## src/rtl/mux_pkg.sv

```systemverilog
// Shared definitions for the 4:1 mux stage and every producer of its select code.
package mux_pkg;

  localparam int NUM_CH = 4;

  typedef enum logic [0:0] {
    IDLE  = 1'b0,
    GRANT = 1'b1
  } state_t;

  // The mux decodes channel 3 as 2'b00 and channel 0 as 2'b11.
  function automatic logic [1:0] ch2sel(input logic [1:0] ch);
    return ~ch;
  endfunction

endpackage

```

## src/rtl/rr_pick4.sv

```systemverilog
// Combinational round-robin picker: the first requesting channel at or after ptr.
module rr_pick4
  import mux_pkg::*;
(
  input  logic [NUM_CH-1:0] req,
  input  logic [1:0]        ptr,
  output logic              found,
  output logic [1:0]        ch
);

  // Walk the search order backwards so the channel closest to ptr wins.
  always_comb begin
    found = |req;
    ch    = ptr;
    for (int k = NUM_CH - 1; k >= 0; k--) begin
      if (req[ptr + 2'(k)]) ch = ptr + 2'(k);
    end
  end

endmodule

```

## src/rtl/rr_sel_gen4.sv

```systemverilog
// Round-robin select generator with per-channel burst limit, driving the
// mux select through a registered valid/ready output stage.
module rr_sel_gen4
  import mux_pkg::*;
#(
  parameter int BURST_MAX = 4
) (
  input  logic              clk,
  input  logic              rst,
  input  logic [NUM_CH-1:0] req,
  input  logic              out_ready,
  output logic              out_valid,
  output logic [1:0]        sel,
  output logic [NUM_CH-1:0] gnt
);

  localparam int CW = $clog2(BURST_MAX + 1);
  localparam logic [CW-1:0] BMAX = CW'(BURST_MAX);

  state_t            state, state_n;
  logic [1:0]        cur, cur_n;
  logic [1:0]        ptr, ptr_n;
  logic [CW-1:0]     burst_cnt, burst_n;
  logic              valid_n;
  logic [1:0]        sel_n;
  logic [NUM_CH-1:0] gnt_n;

  logic [1:0]        pick_ptr;
  logic              pick_found;
  logic [1:0]        pick_ch;
  logic              others_req;

  // In GRANT the picker only matters on rotation, which always restarts at cur+1.
  assign pick_ptr   = (state == GRANT) ? (cur + 2'd1) : ptr;
  assign others_req = |(req & ~(NUM_CH'(1) << cur));

  rr_pick4 u_pick (
    .req   (req),
    .ptr   (pick_ptr),
    .found (pick_found),
    .ch    (pick_ch)
  );

  // State register and registered outputs; reset overrides everything.
  always_ff @(posedge clk) begin
    if (rst) begin
      state     <= IDLE;
      cur       <= 2'd0;
      ptr       <= 2'd0;
      burst_cnt <= '0;
      out_valid <= 1'b0;
      sel       <= 2'b00;
      gnt       <= '0;
    end else begin
      state     <= state_n;
      cur       <= cur_n;
      ptr       <= ptr_n;
      burst_cnt <= burst_n;
      out_valid <= valid_n;
      sel       <= sel_n;
      gnt       <= gnt_n;
    end
  end

  // Next-state logic: grant from IDLE, stay/rotate/drop on a transfer, hold on a stall.
  always_comb begin
    state_n = state;
    cur_n   = cur;
    ptr_n   = ptr;
    burst_n = burst_cnt;
    valid_n = out_valid;
    sel_n   = sel;
    gnt_n   = gnt;
    case (state)
      IDLE: begin
        if (pick_found) begin
          state_n = GRANT;
          cur_n   = pick_ch;
          gnt_n   = NUM_CH'(1) << pick_ch;
          sel_n   = ch2sel(pick_ch);
          valid_n = 1'b1;
          burst_n = CW'(1);
        end
      end
      GRANT: begin
        if (out_ready) begin
          if (req[cur] && ((burst_cnt < BMAX) || !others_req)) begin
            if (burst_cnt < BMAX) burst_n = burst_cnt + CW'(1);
          end else begin
            ptr_n = cur + 2'd1;
            if (pick_found) begin
              cur_n   = pick_ch;
              gnt_n   = NUM_CH'(1) << pick_ch;
              sel_n   = ch2sel(pick_ch);
              burst_n = CW'(1);
            end else begin
              state_n = IDLE;
              valid_n = 1'b0;
              gnt_n   = '0;
            end
          end
        end
      end
      default: begin
        state_n = IDLE;
      end
    endcase
  end

endmodule

```

## config.mk

```make
export PLATFORM = sky130hd
export DESIGN_NAME = rr_sel_gen4
export DESIGN_NICKNAME = d
export VERILOG_FILES = /design/src/rtl/mux_pkg.sv /design/src/rtl/rr_pick4.sv /design/src/rtl/rr_sel_gen4.sv
export SDC_FILE = /design/constraint.sdc
export NUM_CORES = 1
export LEC_CHECK = 0
export ABC_AREA = 1
export CAP_MARGIN = 40
export CORE_UTILIZATION = 45
export DETAILED_ROUTE_END_ITERATION = 10
export PLACE_DENSITY = 0.77
export SYNTH_ARGS = -nofsm -noshare
export SYNTH_HDL_FRONTEND = slang
export SYNTH_HIERARCHICAL = 1
export SYNTH_SLANG_ARGS = --single-unit
```

## constraint.sdc

```tcl
create_clock -name clk -period 3.8 [get_ports clk]
set_input_delay 0.38 -clock clk [delete_from_list [all_inputs] [get_ports clk]]
set_output_delay 0.38 -clock clk [all_outputs]
set_load 0.005 [all_outputs]
```

Word-level counts from Yosys, hierarchy flattened
Index checks and enable logic that the tools add are counted.

storage, ports and cells
  bits of input ports = 7
  output and inout bits = 7
  bits in registers = 15
  logic and storage cells = 82

operators by class
  muxes and demuxes = 42
  shift-type cells = 2
  eq/ne operators = 5
  reductions and logical operators = 10
  add/subtract/negate cells = 5
  bitwise gates (word level) = 5
  $lt $le $gt $ge = 6

operators by type and width
  kind                 number
  $mux 2               11
  $mux 4               4
  $lt 2x3->1 const B   5
  $mux 1               12
  $mux 3               4
  $bmux 1 s2           5
  $ne 2x2->1 const B   4
  $pmux 2 s2           2
  $pmux 4 s2           1
  $reduce_or 4->1      2
  $shl 1x2->4 const A  2
  $pmux 3 s2           1
  $reduce_and 3->1     2
  $add 2x1->2 const B  2
  $add 2x2->2 const B  2
  $and 4x4->4          1
  $not 4->4            1
  $pmux 1 s2           2
  $reduce_and 2->1     2
  $reduce_and 4->1     1
  $add 3x1->3 const B  1
  $lt 3x3->1 const B   1
  $ne 3x3->1 const B   1
  $not 1->1            2
  4 further kinds      4

Longest topological paths before layout
  depth after elaboration = 14
  depth in mapped cells = 18
  depth with buffers taken out = 18

Hierarchy
The synthesis kept the hierarchy.

modules (own cells, without submodules)
  module       times used  cells each  sequential area each (um^2)  area each (um^2)
  rr_sel_gen4  1           123         300.3                        864.6
  rr_pick4     1           50          0.0                          217.7

Least setup slack after synthesis
Ideal clock, no wire load.

  kind = reg2reg
  from = register cur[0]
  to = register gnt[1]
  stages on the path, launching flop included = 18
  path buffers = 0
  setup slack = 1.820 ns
  arrival time = 1.913 ns
  period minus slack after synthesis = 1.980 ns
  data required time = 3.734 ns
  setup time = 0.066 ns
  path through = dfxtp_1 -> inv_2 -> ha_1 -> nand2_1 -> nand2_1 -> inv_2 -> nand2_1 -> nand2_1 -> nand2_1 -> nand2_1 -> nand2_1 -> nand2_1 -> nand3_1 -> nand2_1 -> inv_1 -> nor3_1 -> nand2_1 -> a21oi_2

between the ends
  word-level cells in the longest chain between the ends = 14

RTL lines
  element                       line                                  RTL
  start: declaration            rr_sel_gen4.sv:21                     logic [1:0] cur, cur_n;
  start signal: assignment      rr_sel_gen4.sv:56                     cur <= cur_n;
  $add 2x1->2 (*)               rr_sel_gen4.sv:34                     assign pick_ptr = (state == GRANT) ? (cur + 2'd1) : ptr;
  $mux 2 (*)                    rr_sel_gen4.sv:34
  named net pick_ptr[1]         rr_sel_gen4.sv:28                     logic [1:0] pick_ptr;
  $add 2x2->2                   rr_pick4.sv:16                        if (req[ptr + 2'(k)]) ch = ptr + 2'(k);
  $bmux 1 s2                    rr_pick4.sv:16
  $mux 1 (not written as such)  rr_pick4.sv:16
  $mux 2 (3 in a row)           rr_pick4.sv:16
  $mux 2 (*)                    rr_pick4.sv:16
  named net pick_ch[0]          rr_sel_gen4.sv:30                     logic [1:0] pick_ch;
  $shl 1x2->4 (*)               rr_sel_gen4.sv:79, rr_sel_gen4.sv:93
  $mux 4                        rr_sel_gen4.sv:91                     if (pick_found) begin
  $mux 4                        rr_sel_gen4.sv:87                     if (req[cur] && ((burst_cnt < BMAX) || !others_req)) begin
  $mux 4                        rr_sel_gen4.sv:86                     if (out_ready) begin
  $pmux 4 s2 (*)                rr_sel_gen4.sv:74                     case (state)
  end signal: assignment        rr_sel_gen4.sv:61                     gnt <= gnt_n;
  end: declaration              rr_sel_gen4.sv:14                     output logic [NUM_CH-1:0] gnt

Mark *: on every way through the listed nets, which the timed path passes. The rest lies on a longest branch. The select of a mux whose other input is x is not followed.
A chain may end at the register's enable or synchronous reset.

Worst setup path after layout
Same ends and word-level chain as after synthesis.

==> results.yml <==
run_status:
  status: "finished, final reports clean"
floorplan:
  rows: 17
  die_w_um: 51.0
  dieArea_um2: 2610
  ios: 14
  fp.dieH_um: 51.0
  start_util_pct: 48.5
  fp.coreArea_um2: 2230
placed_design:
  gp_congestion: 0.791
  post-place-cells: 212
  numPortBuffers: 13
  place_area_um2: 1230
  post-dp-hpwl_mm: 1.80
synth:
  ys_warn_count: 6
  synth_area_um2: 1080
  synth_top_area_cell: "dfxtp_1"
  synth.distinct_cells: 25
  synth_area_leaders: "dfxtp_1, nand2_1, inv_1"
  syn-instance-count: 173
  syn_nets: 185
  avgSynthCellArea_um2: 6.26
  ys_seq_elements: 15
  synth_top_area_share_pct: 27.7
  ys_seq_area_share_pct: 27.7
clock_tree:
  cts-htree-levels: 1
  clock-sinks: 15
  cts_tree: "built"
  clock_latency_ns: 0.29
  cts_root_buf: "clkbuf_4"
  max-clock-path-buffers: 2
  cts_resized: 0
  cts_setup_buffers: 0
  clkTransAtPathRegs_ns: 0.09
  postCtsHoldBufs: 0
  cts_made_buffers: 3
power_and_ir_drop:
  cellLeakagePower_nw: 0.638
  power_density_nw_per_um2: 476
  vdd_drop_max_mv: 0.320
finish:
  area_growth_pct: 16.0
  diodes: 0
  most-common-layout-cells: "nand2_1, inv_1, dfxtp_1, nand3_1, clkdlybuf4s50_1"
  final_common_cell: "nand2_1"
  fin_cells: 216
  design_area_um2: 1250
  layout-drive-gt1-share_pct: 13.3
  nets: 201
worst_setup_path:
  end_kind: "flip-flop"
  worstSetupPathType: "reg -> reg"
  worst_ep_required_time_ns: 4.03
  critPathMaxFanout: 7
  cp_data_arrival_time_ns: 2.51
  crit_path_start_kind: "flip-flop"
grt:
  grt_pass1_vias: 1017
  grt_pass1_wl_mm: 4.07
  gr-usage-all-layers_pct: 20.5
  overflow: 0
  antenna_found_initial: 0
  grt_max_degree: 10
drt:
  wl_mm: 2.33
  vias_per_cell: 5.15
  vias: 1113
  wire_per_inst_um: 10.8
  drc: 0
  drt-pass1-iter-count: 4
  drtAntennaViolNets: 0
  drtIter0Drc: 22
timing:
  setup-tns-final_ns: 0
  hold_violations: 0
  drv_slew: 0
  setup_viol: 0
  max_freq_mhz: 439
  layout_min_cycle_time_ns: 2.28
  fin_skew_ns: 0.00562
  period_share_pct: 59.9
  grt_setup_unrepaired: "no"
  relSlewSlack_pct: 73.3
  worstMarginPinSlew_ns: 0.399
job:
  max_cap_viol_count: 0
worst_hold_path:
  hp-class: "reg -> reg"
synth_stat cells:
library cell	number
inv_1	22
clkdlybuf4s25_2	1
nand3_1	14
nor2_4	1
nand2_2	5
o21ai_1	2
nor3_1	3
nand3_2	1
nand4_1	3
buf_6	1
ha_1	5
nand3_4	1
nand2_1	63
clkbuf_2	1
a22oi_1	1
a21oi_2	3
o21ai_2	2
a21oi_1	8
nor2_1	9
inv_2	6
inv_6	1
o21ai_0	3
dfxtp_1	15
o31ai_1	1
nand2_4	1
sequential cells by signal (all words and copies together), names as in the netlist:
register and cells:
cur 2, gnt 4, out_valid 1, burst_cnt 3, state 1, sel 2
ptr 2
metrics by stage:
| step | hold WS (ns) | util, % | setup slack [ns] | power, mW |
|---|---|---|---|---|
| global route | 0.470 | 56.2 | 1.26 | 0.650 |
| CTS | 0.448 | 56.2 | 1.55 | 0.598 |
| floorplan | 0.438 | - | 1.82 | 0.425 |
| finish | 0.446 | 56.2 | 1.52 | 0.597 |
| global placement | 0.432 | 55.0 | 1.67 | 0.494 |
| detailed placement | 0.435 | 55.0 | 1.58 | 0.504 |
path summary, 6_finish.rpt:
check                                         start                  end  slack [ns]  cells past startpoint
worst max-delay path            cur[0]$_SDFFE_PP0P_  gnt[1]$_SDFFE_PP0P_        1.52                     18
worst min-delay path            sel[1]$_SDFFE_PP0P_  sel[1]$_SDFFE_PP0P_        0.45                      2
worst max register to register  cur[0]$_SDFFE_PP0P_  gnt[1]$_SDFFE_PP0P_        1.52                     18
worst min register to register  sel[1]$_SDFFE_PP0P_  sel[1]$_SDFFE_PP0P_        0.45                      2
kinds of logic after synthesis:
group,after synthesis,synth area share [%]
and+or+nand+nor,101,42.1
DFF,15,27.7
buffers and inverters,32,12.9
adders and majority gates,5,5.78
AOI/OAI and AO/OA,20,11.4
worst max-delay path, stage by stage (launching register included):
cell and delay [ns]:
dfxtp_1 0.46, inv_2 0.10, ha_1 0.30, nand2_1 0.05
nand2_1 0.18, inv_2 0.08, nand2_1 0.07, nand2_1 0.06
nand2_1 0.09, nand2_1 0.06, inv_1 0.05, nand2_1 0.06
nand2_1 0.06, nand2_1 0.05, nand2_1 0.12, inv_1 0.07
nor3_1 0.16, nand2_1 0.09, a21oi_2 0.11
per-layer routing:
| metal | vias to the layer above | wire (µm) | part of all wire [%] | track usage [%] |
|---|---|---|---|---|
| met4 | 0 | 44 | 1.9 | 8.33 |
| li1 | 576 | - | - | - |
| met5 | - | 0 | 0 | 0 |
| met2 | 31 | 1090 | 47 | 35.1 |
| met1 | 501 | 1070 | 46 | 24.9 |
| met3 | 5 | 129 | 5.5 | 3.87 |
layout make-up:
cell class,instances,area [µm²]
Fill cell,214,978
Sequential cell,15,300
Tap cell,28,35.0
Multi-Input combinational cell,126,642
Clock buffer,4,26.3
Inverter,29,114
Timing Repair Buffer,14,138
where the power goes:
part           switching [mW]  internal, mW  total [mW]  leakage [nW]
combinational           0.179         0.120       0.299         0.499
clock                  0.0533        0.0409      0.0943        0.0150
sequential             0.0208         0.183       0.204         0.124
total                   0.253         0.344       0.597         0.638
Note: power is estimated with default switching activity, not from simulation.
